File: src/rtl/spi_flash_pkg.sv
// spi_flash_pkg: opcodes, frame sizes and FSM states shared by the XIP flash reader.
// SPI_FAST_READ_EN selects FAST_READ (0x0B plus dummy clocks) instead of READ (0x03).
package spi_flash_pkg;
  localparam logic [7:0] OP_READ = 8'h03;
  localparam logic [7:0] OP_FAST_READ = 8'h0B;
  localparam int DUMMY_CYCLES = 8;
`ifdef SPI_FAST_READ_EN
  localparam bit FAST_READ = 1'b1;
`else
  localparam bit FAST_READ = 1'b0;
`endif
  localparam logic [7:0] OPCODE = FAST_READ ? OP_FAST_READ : OP_READ;
  localparam int DATA_BITS = 32;
  localparam int PAD_BITS = DATA_BITS + (FAST_READ ? DUMMY_CYCLES : 0);
  localparam int FRAME_LEN = 8 + 24 + PAD_BITS;
  typedef enum logic [1:0] {IDLE, SHIFT, CS_END, RESP} state_e;
  function automatic logic [31:0] byte_swap(input logic [31:0] w);
    return {w[7:0], w[15:8], w[23:16], w[31:24]};
  endfunction
endpackage

File: src/rtl/spi_flash_xip_reader_sck_gen.sv
// spi_sck_gen: divides clk into a mode-0 spi_clk; strobes are high in the cycle just before each spi_clk edge.
module spi_sck_gen #(
  parameter int CLK_DIV = 2
) (
  input  logic clk,
  input  logic rst_n,
  input  logic en_i,
  output logic sck_o,
  output logic rise_stb_o,
  output logic fall_stb_o
);
  logic [7:0] cnt_q, cnt_d;
  logic sck_q, sck_d, tick;
  always_comb begin
    tick = en_i && cnt_q == 8'(CLK_DIV - 1);
    cnt_d = (en_i && !tick) ? cnt_q + 8'd1 : 8'd0;
    sck_d = en_i && (sck_q ^ tick);
  end
  always_ff @(posedge clk or negedge rst_n) begin
    if (!rst_n) begin
      cnt_q <= '0;
      sck_q <= 1'b0;
    end else begin
      cnt_q <= cnt_d;
      sck_q <= sck_d;
    end
  end
  assign sck_o = sck_q;
  assign rise_stb_o = tick && !sck_q;
  assign fall_stb_o = tick && sck_q;
endmodule

File: src/rtl/spi_flash_xip_reader.sv
// spi_flash_xip_reader: turns a 32-bit word read into one SPI mode-0 READ transaction on the NOR flash.
// Build with SPI_FAST_READ_EN defined to issue FAST_READ with dummy clocks instead.
module spi_flash_xip_reader
  import spi_flash_pkg::*;
#(
  parameter int CLK_DIV = 2,
  parameter int CS_NUM = 2,
  parameter int CS_HIGH = 4,
  localparam int SEL_W = CS_NUM > 1 ? $clog2(CS_NUM) : 1
) (
  input  logic              clk,
  input  logic              rst_n,
  input  logic              req_valid,
  output logic              req_ready,
  input  logic [23:0]       req_addr,
  input  logic [SEL_W-1:0]  req_cs_sel,
  output logic              rsp_valid,
  input  logic              rsp_ready,
  output logic [31:0]       rsp_data,
  output logic              busy,
  output logic              spi_clk,
  output logic [CS_NUM-1:0] spi_cs,
  output logic              spi_mosi,
  input  logic              spi_miso
);
  state_e state_q, state_d;
  logic [FRAME_LEN-1:0] frame_q, frame_d;
  logic [SEL_W-1:0] sel_q, sel_d;
  logic [6:0] bit_q, bit_d;
  logic [31:0] rx_q, rx_d, data_q, data_d;
  logic [7:0] guard_q, guard_d;
  logic rise_stb, fall_stb, shifting, cs_ok;
  assign shifting = state_q == SHIFT;
  assign cs_ok = 32'(sel_q) < CS_NUM;
  spi_sck_gen #(.CLK_DIV(CLK_DIV)) u_sck (
    .clk        (clk),
    .rst_n      (rst_n),
    .en_i       (shifting),
    .sck_o      (spi_clk),
    .rise_stb_o (rise_stb),
    .fall_stb_o (fall_stb)
  );
  always_comb begin
    state_d = state_q;
    frame_d = frame_q;
    sel_d = sel_q;
    bit_d = bit_q;
    rx_d = rx_q;
    data_d = data_q;
    // guard counts cycles with CS deasserted and saturates once the gap is long enough
    guard_d = shifting ? 8'd0 : (guard_q == 8'(CS_HIGH) ? guard_q : guard_q + 8'd1);
    case (state_q)
      IDLE: if (req_valid && req_ready) begin
        frame_d = {OPCODE, req_addr, {PAD_BITS{1'b0}}};
        sel_d = req_cs_sel;
        bit_d = '0;
        state_d = SHIFT;
      end
      SHIFT: begin
        if (rise_stb) rx_d = {rx_q[30:0], spi_miso};
        if (fall_stb) begin
          frame_d = frame_q << 1;
          bit_d = bit_q + 7'd1;
          if (bit_q == 7'(FRAME_LEN - 1)) state_d = CS_END;
        end
      end
      CS_END: begin
        data_d = cs_ok ? byte_swap(rx_q) : '1;
        state_d = RESP;
      end
      RESP: if (rsp_ready) state_d = IDLE;
      default: state_d = IDLE;
    endcase
  end
  always_ff @(posedge clk or negedge rst_n) begin
    if (!rst_n) begin
      state_q <= IDLE;
      frame_q <= '0;
      sel_q <= '0;
      bit_q <= '0;
      rx_q <= '0;
      data_q <= '0;
      guard_q <= 8'(CS_HIGH);
    end else begin
      state_q <= state_d;
      frame_q <= frame_d;
      sel_q <= sel_d;
      bit_q <= bit_d;
      rx_q <= rx_d;
      data_q <= data_d;
      guard_q <= guard_d;
    end
  end
  assign req_ready = state_q == IDLE && guard_q == 8'(CS_HIGH);
  assign rsp_valid = state_q == RESP;
  assign rsp_data = data_q;
  assign busy = state_q != IDLE;
  assign spi_mosi = shifting && frame_q[FRAME_LEN-1];
  assign spi_cs = (shifting && cs_ok) ? ~(CS_NUM'(1) << sel_q) : '1;
endmodule
File: config.mk
export PLATFORM = sky130hd
export DESIGN_NAME = spi_flash_xip_reader
export DESIGN_NICKNAME = d
export VERILOG_FILES = /design/src/rtl/spi_flash_pkg.sv /design/src/rtl/spi_flash_xip_reader_sck_gen.sv /design/src/rtl/spi_flash_xip_reader.sv
export SDC_FILE = /design/constraint.sdc
export NUM_CORES = 1
export LEC_CHECK = 0
export BUFFER_PORTS_ARGS = -buffer_cell sky130_fd_sc_hd__clkbuf_2
export CORE_MARGIN = 2
export CORE_UTILIZATION = 40
export CTS_CLUSTER_DIAMETER = 80
export DETAILED_ROUTE_END_ITERATION = 10
export SYNTH_ARGS = -nofsm -noshare
export SYNTH_HDL_FRONTEND = slang
export SYNTH_SLANG_ARGS = --single-unit
File: constraint.sdc
create_clock -name clk -period 2.7 [get_ports clk]
set_input_delay 0.405 -clock clk [delete_from_list [all_inputs] [get_ports clk]]
set_output_delay 0.405 -clock clk [all_outputs]
set_load 0.01 [all_outputs]
Word level (Yosys, flattened, before mapping)
Cells that the tools add are included.
{"block": "word_totals", "regBits": 155, "latch_bits": 0, "ram_bits": 0, "mem_bits_ro": 0, "in_bits": 30, "output_inout_bits": 39, "wordCells": 58, "n_memories": 0}
{"block": "op_classes", "add_sub_neg": 3, "mul": 0, "n_div": 0, "n_lt_le_gt_ge": 0, "eq_ne": 11, "shift": 1, "mux": 15, "n_bitwise": 2, "n_reduce_logical": 17}
{"operator": "2-to-1 mux 64 bit", "count": 2}
{"operator": "one-hot mux 64 bit (2 select lines)", "count": 1}
{"operator": "2-to-1 mux 8 bit", "count": 3}
{"operator": "adder 8 x 1 -> 8 bit, second input constant", "count": 2}
{"operator": "2-to-1 mux 7 bit", "count": 2}
{"operator": "one-hot mux 7 bit (2 select lines)", "count": 1}
{"operator": "2-to-1 mux 2 bit", "count": 5}
{"operator": "equality test 8 x 1 -> 1 bit, second input constant", "count": 1}
{"operator": "equality test 8 x 3 -> 1 bit, second input constant", "count": 1}
{"operator": "logical AND 1 bit", "count": 8}
{"operator": "one-hot mux 2 bit (4 select lines)", "count": 1}
{"operator": "adder 7 x 1 -> 7 bit, second input constant", "count": 1}
{"operator": "equality test 7 x 6 -> 1 bit, second input constant", "count": 1}
{"operator": "!= test 2 bit, second input constant", "count": 3}
{"operator": "equality test 2 bit, second input constant", "count": 2}
{"operator": "!= test 2 x 1 -> 1 bit, second input constant", "count": 2}
{"operator": "AND reduction 2 bit", "count": 2}
{"operator": "AND reduction 4 bit", "count": 1}
{"operator": "nonzero test 2 bit", "count": 2}
{"operator": "AND reduction 3 bit", "count": 1}
{"operator": "equality test 2 x 1 -> 1 bit, second input constant", "count": 1}
{"operator": "logical NOT 1 bit", "count": 2}
{"operator": "logical NOT 2 bit", "count": 1}
{"operator": "NOT 2 bit", "count": 1}
{"operator": "2 further kinds", "count": 2}

Depth between registers and ports, before layout
Gate-level depths: netlist of run 1.
{"block": "depth", "depth_word": 5, "depth_mapped": 12, "mapped_depth_nobuf": 10}

Hierarchy
From an unflattened synthesis of run 1, not the netlist that was laid out.
{"block": "unflattened", "cells_unflattened": 407, "area_unflattened_um2": 5499.0}
{"mod": "spi_flash_xip_reader", "n_inst": 1, "cells_each": 362, "area_per_inst_um2": 5039.8, "seq_area_each_um2": 2854.0}
{"mod": "spi_sck_gen", "n_inst": 1, "cells_each": 45, "area_per_inst_um2": 459.2, "seq_area_each_um2": 225.2}

Least setup slack after synthesis of run 1
No wires, ideal clock.
{"block": "synth_timing", "path_type": "register -> register", "from": "register state_q[1]", "to": "register bit_q[5]", "setup_ns": 0.126, "t_arrival_ns": 2.591, "t_required_ns": 2.574, "path_slack_ns": -0.017, "path_stages_with_launch": 12, "path_buffers": 3, "synth_period_minus_slack_ns": 2.717, "cell_sequence": "dfrtp_1 inv_1 ha_1 clkbuf_1 clkbuf_1 clkbuf_1 and2_1 ha_1 nand4_1 or2_2 and3_1 a221o_1"}
{"block": "synth_via", "elab_chain_cells": 5, "word_cells_on_any_way": 11, "cone_classes": "eq/ne: 3; mux: 1; reduce/logical: 7"}
{"element": "start: declaration", "line": "spi_flash_xip_reader.sv:26", "source": "state_e state_q, state_d;"}
{"element": "start signal: assignment", "line": "spi_flash_xip_reader.sv:85", "source": "state_q <= state_d;"}
{"element": "equality test 2 x 1 -> 1 bit / logical NOT 2 bit (equally long branches)", "line": "spi_flash_xip_reader.sv:33, spi_flash_xip_reader.sv:52, spi_flash_xip_reader.sv:94"}
{"element": "logical AND 1 bit (on tied branches)", "line": "spi_flash_xip_reader_sck_gen.sv:15, spi_flash_xip_reader.sv:94"}
{"element": "logical AND 1 bit (on tied branches)", "line": "spi_flash_xip_reader_sck_gen.sv:30, spi_flash_xip_reader.sv:53"}
{"element": "!= test 2 bit (no source line)"}
{"element": "AND reduction 3 bit (no source line)"}
{"element": "end signal: assignment", "line": "spi_flash_xip_reader.sv:88", "source": "bit_q <= bit_d;"}
{"element": "end: declaration", "line": "spi_flash_xip_reader.sv:29", "source": "logic [6:0] bit_q, bit_d;"}
Parallel ways exist; a longest one is shown, timed or not.
A chain may end at the register's enable or synchronous reset.

Worst setup path in the final report of run 1
{"block": "layout_timing", "from": "register u_sck.cnt_q[1]", "to": "register bit_q[5]"}
{"block": "layout_via", "elab_chain_cells": 5}
{"element": "start: declaration", "line": "spi_flash_xip_reader_sck_gen.sv:12", "source": "logic [7:0] cnt_q, cnt_d;"}
{"element": "start signal: assignment", "line": "spi_flash_xip_reader_sck_gen.sv:24", "source": "cnt_q <= cnt_d;"}
{"element": "equality test 8 x 1 -> 1 bit", "line": "spi_flash_xip_reader_sck_gen.sv:15", "source": "tick = en_i && cnt_q == 8'(CLK_DIV - 1);"}
{"element": "logical AND 1 bit", "line": "spi_flash_xip_reader_sck_gen.sv:15"}
{"element": "logical AND 1 bit", "line": "spi_flash_xip_reader_sck_gen.sv:30", "source": "assign fall_stb_o = tick && sck_q;"}
{"element": "!= test 2 bit (no source line)"}
{"element": "AND reduction 3 bit (no source line)"}
No other way between the ends.

==> run_results.csv, run 1 <==
group,metric,value,unit
timing,finalCritPeriodShare,0.9302,
drt,wl_per_cell,13.97,um
clock_tree,cts_sinks,123,
drt,ant_nets,0,
placement,portBuffers,68,
clock_tree,cts_inserted_buffers,17,
worst_setup_path,cp.arrival,2800,ps
floorplan,dieArea,0.01466,sq mm
logic_synthesis,synth_ff_type,"dfrtp_1",
floorplan,dieWidth,121.1,um
timing,drv_slew,0,
global_routing,grt_max_degree,77,
logic_synthesis,ys_seq_elements,123,
logic_synthesis,ys_async_sr_fraction,1.000,
timing,worst_pin_slew,586.6,ps
finish,area_delta_synth_final,20.45,%
outcome,status,"complete, no violations",
timing,slew-limit-headroom,0.6048,
logic_synthesis,synthCells,400,
clock_tree,tritoncts,"yes",
min_path,min-delay-start,"spi_miso",
worst_setup_path,critical_path.max_fanout,6,
timing,finalClockSkew,8.199,ps
worst_setup_path,worstSetupPathType,"flop to flop",
logic_synthesis,synth_nets,442,
global_routing,grt_pass1_vias,3242,
pwr,finalPower,3.967,mW
finish,nNetsFinal,518,
floorplan,io_pins,69,
drt,drc,0,
placement,dp_slack,18.52,ps
logic_synthesis,ys_seq_area_frac,0.5617,
pwr,powerDensity,600.9,mW/mm^2
timing,period_needed,2512,ps
timing,finalSetupTns,0,ps
drt,drtIter0Drc,151,
timing,setup_viol_count_final,0,
floorplan,fp.dieH,121.1,um
logic_synthesis,yosysWarningCount,0,
floorplan,num_rows,42,
logic_synthesis,synth.distinct_cells,38,
clock_tree,insertion_delay,410,ps
global_routing,grtUsageTotal,0.1397,
pwr,worst_ir_drop_vdd,0.0004666,V
clock_tree,root_buffer,"clkbuf_16",
timing,fmax,398.2,MHz
run,max-cap-violations,0,
floorplan,coreArea,0.01330,sq mm
logic_synthesis,synth_edf_count,0,
timing,rsz0062_at_grt,"no",
floorplan,initial_core_util,0.4123,
global_routing,grt_pass1_wl,15.84,mm
clock_tree,htree_levels,4,
worst_setup_path,r2r_start,"u_sck.cnt_q[1]",
logic_synthesis,syn_area_per_cell,13.70,sq um
placement,hpwlAfterDp,5.956,mm
worst_setup_path,max_stage_delay,450,ps
clock_tree,max-clock-path-buffers,2,
drt,vias,3266,
worst_setup_path,required,2990,ps
clock_tree,path_clk_slew,50,ps
global_routing,antenna_found_initial,0,
placement,place_congestion,0.7519,
timing,timing.final.ws_setup,188.5,ps
global_routing,grt_overflow,0,
logic_synthesis,syn_area,0.005482,sq mm
pwr,p_leak,3.240,nW
min_path,min_path_type,"primary input to flop",
finish,n_antenna_cell,0,
drt,drt_first_pass_iters,4,
worst_setup_path,critical_path.startpoint,"u_sck.cnt_q[1]",
worst_setup_path,crit_chain,"inv_1 -> ha_1 -> or4b_4 -> nor4_2 -> and2_4 -> ha_4 -> nand4_1 -> or2_2 -> and3_1 -> a221o_1",
drt,wirelength,9.264,mm
worst_setup_path,path_buf_inv,1,
worst_setup_path,cp_top_family,"simple AND/OR/NAND/NOR gates",
finish,drive_above_1_share,0.4641,
finish,nFillCells,1213,
drt,vias_per_cell,4.926,
worst_setup_path,end_kind,"flop",
timing,final-hold-violation-count,0,
worst_setup_path,cp-start-kind,"flop",
worst_setup_path,crit_slowest_cell,"or4b_4",
==> cells in the final DEF (no fill, tap or decap), drive strengths merged, types with 2 or more instances in the layout <==
cell type / Yosys / routed
dfrtp: 122 / 122
nor3: 2 / 2
nand4b: 3 / 3
xor2: 6 / 6
buf: 7 / 11
nand3: 11 / 11
and2: 2 / 2
o21ai: 10 / 10
clkbuf: 15 / 89
nand2: 8 / 8
nor2b: 2 / 2
a221o: 5 / 5
and3: 8 / 8
clkinvlp: 0 / 3
mux2i: 3 / 3
o21a: 2 / 2
nand4: 10 / 10
nor2: 19 / 19
mux2: 112 / 112
xnor2: 5 / 5
or2: 2 / 2
ha: 12 / 12
nand2b: 3 / 3
clkinv: 0 / 4
nor3b: 5 / 5
inv: 17 / 17
==> metal layers <==
layer / GRT usage / up-vias / routed length (um)
met2: 0.2128 / 56 / 4405
met4: 0.06541 / 0 / 155
li1: - / 1554 / -
met5: 0 / - / 0
met3: 0.05169 / 14 / 438
met1: 0.1763 / 1642 / 4265
==> path summary, 6_finish.rpt <==
path                                 to  slack (ps)  cells after the start
min reg2reg                 frame_q[56]         480                      1
max                            bit_q[5]         190                     10
min                             rx_q[0]         230                      2
min in group asynchronous  rsp_data[26]         430                      2
max in group asynchronous    guard_q[2]        1540                      3
max reg2reg                    bit_q[5]         190                     10
==> stage by stage <==
step | hold WS, ps | utilization | cell area (sq um) | cells
after global placement | 326.4 | 0.4544 | 6041 | 632
after CTS | 202.7 | 0.4947 | 6578 | 663
after global routing | 206.0 | 0.4966 | 6603 | 663
after floorplan | 109.4 | - | 5483 | 400
after detailed placement | 329.9 | 0.4544 | 6041 | 632
final | 225.8 | 0.4966 | 6603 | 663
==> layout make-up <==
cell class	instances	area [sq um]	share of cell area
flip-flops and latches	123	3079	0.4664
multi-input cells	238	2235	0.3384
repair buffers	79	478.0	0.07239
clock buffers	22	454.2	0.06879
well taps	176	220.2	0.03335
clock inverters	8	72.57	0.01099
inverters	17	63.81	0.009665
==> worst register-to-register path: cells and delay by family (launching register included) <==
kind	cells	cell delay [ps]
buffers and inverters	1	60
adder cells (fa/ha/maj)	2	280
flip-flops	1	390
AO/OA/AOI/OAI	1	250
AND/OR/NAND/NOR	6	1410
==> what timing repair did <==
item,in CTS,in global routing
buffers inserted,0,0
gates resized for setup,0,5
setup endpoints to repair,0,39
endpoints found under the hold margin,22,0
hold buffers,1,0
==> registers in the layout, summed over array words and instances (netlist names) <==
name	flops
sel_q	1
rsp_data	32
u_sck.cnt_q	8
bit_q	7
state_q	2
u_sck.sck_o	1
guard_q	8
rx_q	32
frame_q	32
==> cell usage after synthesis (all sizes together), types with 2 or more instances <==
| cell | count | area (sq um) |
|---|---|---|
| and3 | 8 | 50.05 |
| o21ai | 10 | 50.05 |
| nand4 | 10 | 62.56 |
| and2 | 2 | 12.51 |
| nor2 | 19 | 71.32 |
| xor2 | 6 | 52.55 |
| nor3 | 2 | 10.01 |
| inv | 17 | 63.81 |
| or2 | 2 | 12.51 |
| mux2 | 112 | 1333 |
| nand2 | 8 | 30.03 |
| a221o | 5 | 50.05 |
| xnor2 | 5 | 43.79 |
| buf | 7 | 73.82 |
| o21a | 2 | 15.01 |
| nand2b | 3 | 18.77 |
| nand4b | 3 | 26.28 |
| clkbuf | 15 | 57.55 |
| nand3 | 11 | 55.05 |
| mux2i | 3 | 30.03 |
| ha | 12 | 150.1 |
| dfrtp | 122 | 3053 |
| nor2b | 2 | 20.02 |
| nor3b | 5 | 37.54 |
==> power breakdown <==
group          switching [mW]  internal [mW]  leakage [nW]
combinational          0.0445         0.0303          1.34
sequential            0.00770           1.86          1.65
clock                   0.760           1.27         0.252
==> cell families (layout without fill, tap and decap cells) <==
| logic type | Yosys count | count (layout) | synth area share |
|---|---|---|---|
| simple gates | 78 | 78 | 0.08149 |
| xor+xnor | 11 | 11 | 0.01758 |
| mux | 115 | 115 | 0.2486 |
| flops | 123 | 123 | 0.5617 |
| fa+ha+maj | 12 | 12 | 0.02739 |
| compound gates | 22 | 22 | 0.02762 |
| buf+inv | 39 | 126 | 0.03561 |
Note: power is estimated with default switching activity, not from simulation.
==> inputs of run 2 (changes only) <==
Settings changed: CORE_ASPECT_RATIO from default to 0.75.
==> run 2 against run 1 <==
  * Global-route usage grew 0.51 points
  * Non-clock buffer count is 2 higher
  * Clock skew about the same
  * Routed wire length grew 3.2%
  * Setup slack worse by 43 ps
  * Final cell count is 0.45% higher
  * Largest power group unchanged
  * Highest routed layer unchanged
==> run_results.csv, run 2 (same netlist as run 1, synthesis figures left out) <==
group,metric,value,unit
outcome,status,"complete, no violations",
finish,area_delta_synth_final,20.45,%
drt,vias_per_cell,4.953,
placement,portBuffers,68,
floorplan,initial_core_util,0.4041,
global_routing,grtUsageTotal,0.1448,
drt,wl_per_cell,14.36,um
worst_setup_path,cp.arrival,2850,ps
timing,final-hold-violation-count,0,
clock_tree,path_clk_slew,50,ps
drt,drtIter0Drc,143,
timing,timing.hold.ws,230.9,ps
worst_setup_path,max_stage_delay,470,ps
clock_tree,insertion_delay,410,ps
timing,slew-limit-headroom,0.5906,
clock_tree,htree_levels,4,
placement,hpwlAfterDp,6.278,mm
finish,fin_util,0.4868,
timing,drv_slew,0,
global_routing,grt_util_met2,0.2143,
timing,finalCritPeriodShare,0.9460,
drt,ant_nets,0,
finish,n_antenna_cell,0,
placement,dpl.cell_count,633,
floorplan,coreArea,0.01356,sq mm
finish,final_cell_mix,"dfrtp_1 (122), mux2_2 (93), clkbuf_2 (67)",
drt,drt_first_pass_iters,4,
pwr,p_leak,3.250,nW
min_path,min_path_type,"primary input to flop",
clock_tree,cts_inserted_buffers,17,
pwr,finalPower,3.915,mW
floorplan,io_pins,69,
floorplan,num_rows,37,
finish,layoutNonFillerInstCount,666,
timing,worst_pin_slew,607.7,ps
clock_tree,max-clock-path-buffers,2,
pwr,worst_ir_drop_vdd,0.0004320,V
floorplan,dieArea,0.01467,sq mm
drt,vias,3299,
finish,layout_commonest_cell,"dfrtp_1",
timing,period_needed,2554,ps
worst_setup_path,critical_path.max_fanout,6,
min_path,min-delay-start,"spi_miso",
worst_setup_path,crit_chain,"inv_1 -> ha_1 -> or4b_4 -> nor4_4 -> and2_4 -> ha_4 -> nand3_1 -> or2_2 -> and3_1 -> a221o_1",
global_routing,grt_max_degree,45,
worst_setup_path,worstSetupPathType,"flop to flop",
drt,wirelength,9.564,mm
timing,finalClockSkew,8.256,ps
worst_setup_path,r2r-end,"bit_q[6]",
min_path,min_to,"rx_q[0]",
worst_setup_path,critical_path.startpoint,"u_sck.cnt_q[1]",
floorplan,fp.dieH,105.4,um
worst_setup_path,ff2ff_setup_slack,150,ps
worst_setup_path,required,3000,ps
global_routing,grt-busiest-layer,"met2",
global_routing,grt_pass1_vias,3483,
worst_setup_path,r2r_start,"u_sck.cnt_q[1]",
min_path,hold-path-cell-count,2,
clock_tree,root_buffer,"clkbuf_16",
pwr,powerDensity,592.9,mW/mm^2
global_routing,grt_use_met3,0.05179,
worst_setup_path,cp-start-kind,"flop",
run,max-cap-violations,0,
global_routing,met1_usage,0.1962,
timing,rsz0062_at_grt,"no",
global_routing,grt_pass1_wl,16.82,mm
global_routing,grt_overflow,0,
timing,setup_viol_count_final,0,
finish,nNetsFinal,520,
clock_tree,post-cts-setup-buffers,0,
worst_setup_path,r2r_cells,10,
worst_setup_path,end_kind,"flop",
floorplan,dieWidth,139.2,um
clock_tree,cts_sinks,123,
worst_setup_path,crit_slowest_cell,"or4b_4",
global_routing,antenna_found_initial,0,
finish,drive_above_1_share,0.4664,
finish,nFillCells,1226,
drt,drc,0,
timing,fmax,391.5,MHz
placement,place_congestion,0.7152,
clock_tree,tritoncts,"yes",
## run 2: area by class of cell
cell class | count | area (sq um) | area share
Clock buffer | 24 | 471.7 | 0.07144
Sequential cell | 123 | 3079 | 0.4664
Clock inverter | 8 | 45.04 | 0.006822
Inverter | 17 | 63.81 | 0.009665
Timing Repair Buffer | 81 | 480.5 | 0.07277
Tap cell | 175 | 219.0 | 0.03316
Multi-Input combinational cell | 238 | 2243 | 0.3398
## run 2: how the worst max path moves through the flow
stage,to,slack [ps],depth (start not counted)
6_report,bit_q[6],150,10
4_1_cts,bit_q[6],30,10
2_1_floorplan,bit_q[5],70,11
3_3_place_gp,bit_q[6],70,10
5_1_grt,bit_q[5],0.6,10
3_5_place_dp,bit_q[6],-10,10
## run 2: power breakdown
group / internal, mW / leakage [nW] / switching [mW]
clock network: 1.21 / 0.254 / 0.767
logic: 0.0312 / 1.35 / 0.0455
registers: 1.86 / 1.65 / 0.00709
## run 2: timing repair
action	CTS	global route
setup endpoints to repair	19	28
resized for setup	1	5
hold buffers	1	0
hold endpoints to repair	25	0
## run 2: metrics by stage
stage	setup TNS, ps	instance area [sq um]	setup WS, ps
after floorplan	0	5483	68.71
after global placement	0	6042	73.20
after detailed placement	-10.38	6042	-10.38
after CTS	0	6575	26.28
after global routing	0	6603	0.6251
final	0	6603	145.9
## run 2: routing by layer
layer,wire [um],vias to the layer above,share of wire
met1,4654,1673,0.49
li1,-,1562,-
met5,0,-,0
met3,341,17,0.036
met4,139,0,0.015
met2,4428,47,0.46
## run 2: worst max-delay path, delay by kind of cell (launching register included)
family | cells | cell delay [ps]
adder cells (fa/ha/maj) | 2 | 280
AND/OR/NAND/NOR | 6 | 1440
buffers and inverters | 1 | 60
AO/OA/AOI/OAI | 1 | 250
flip-flops | 1 | 400
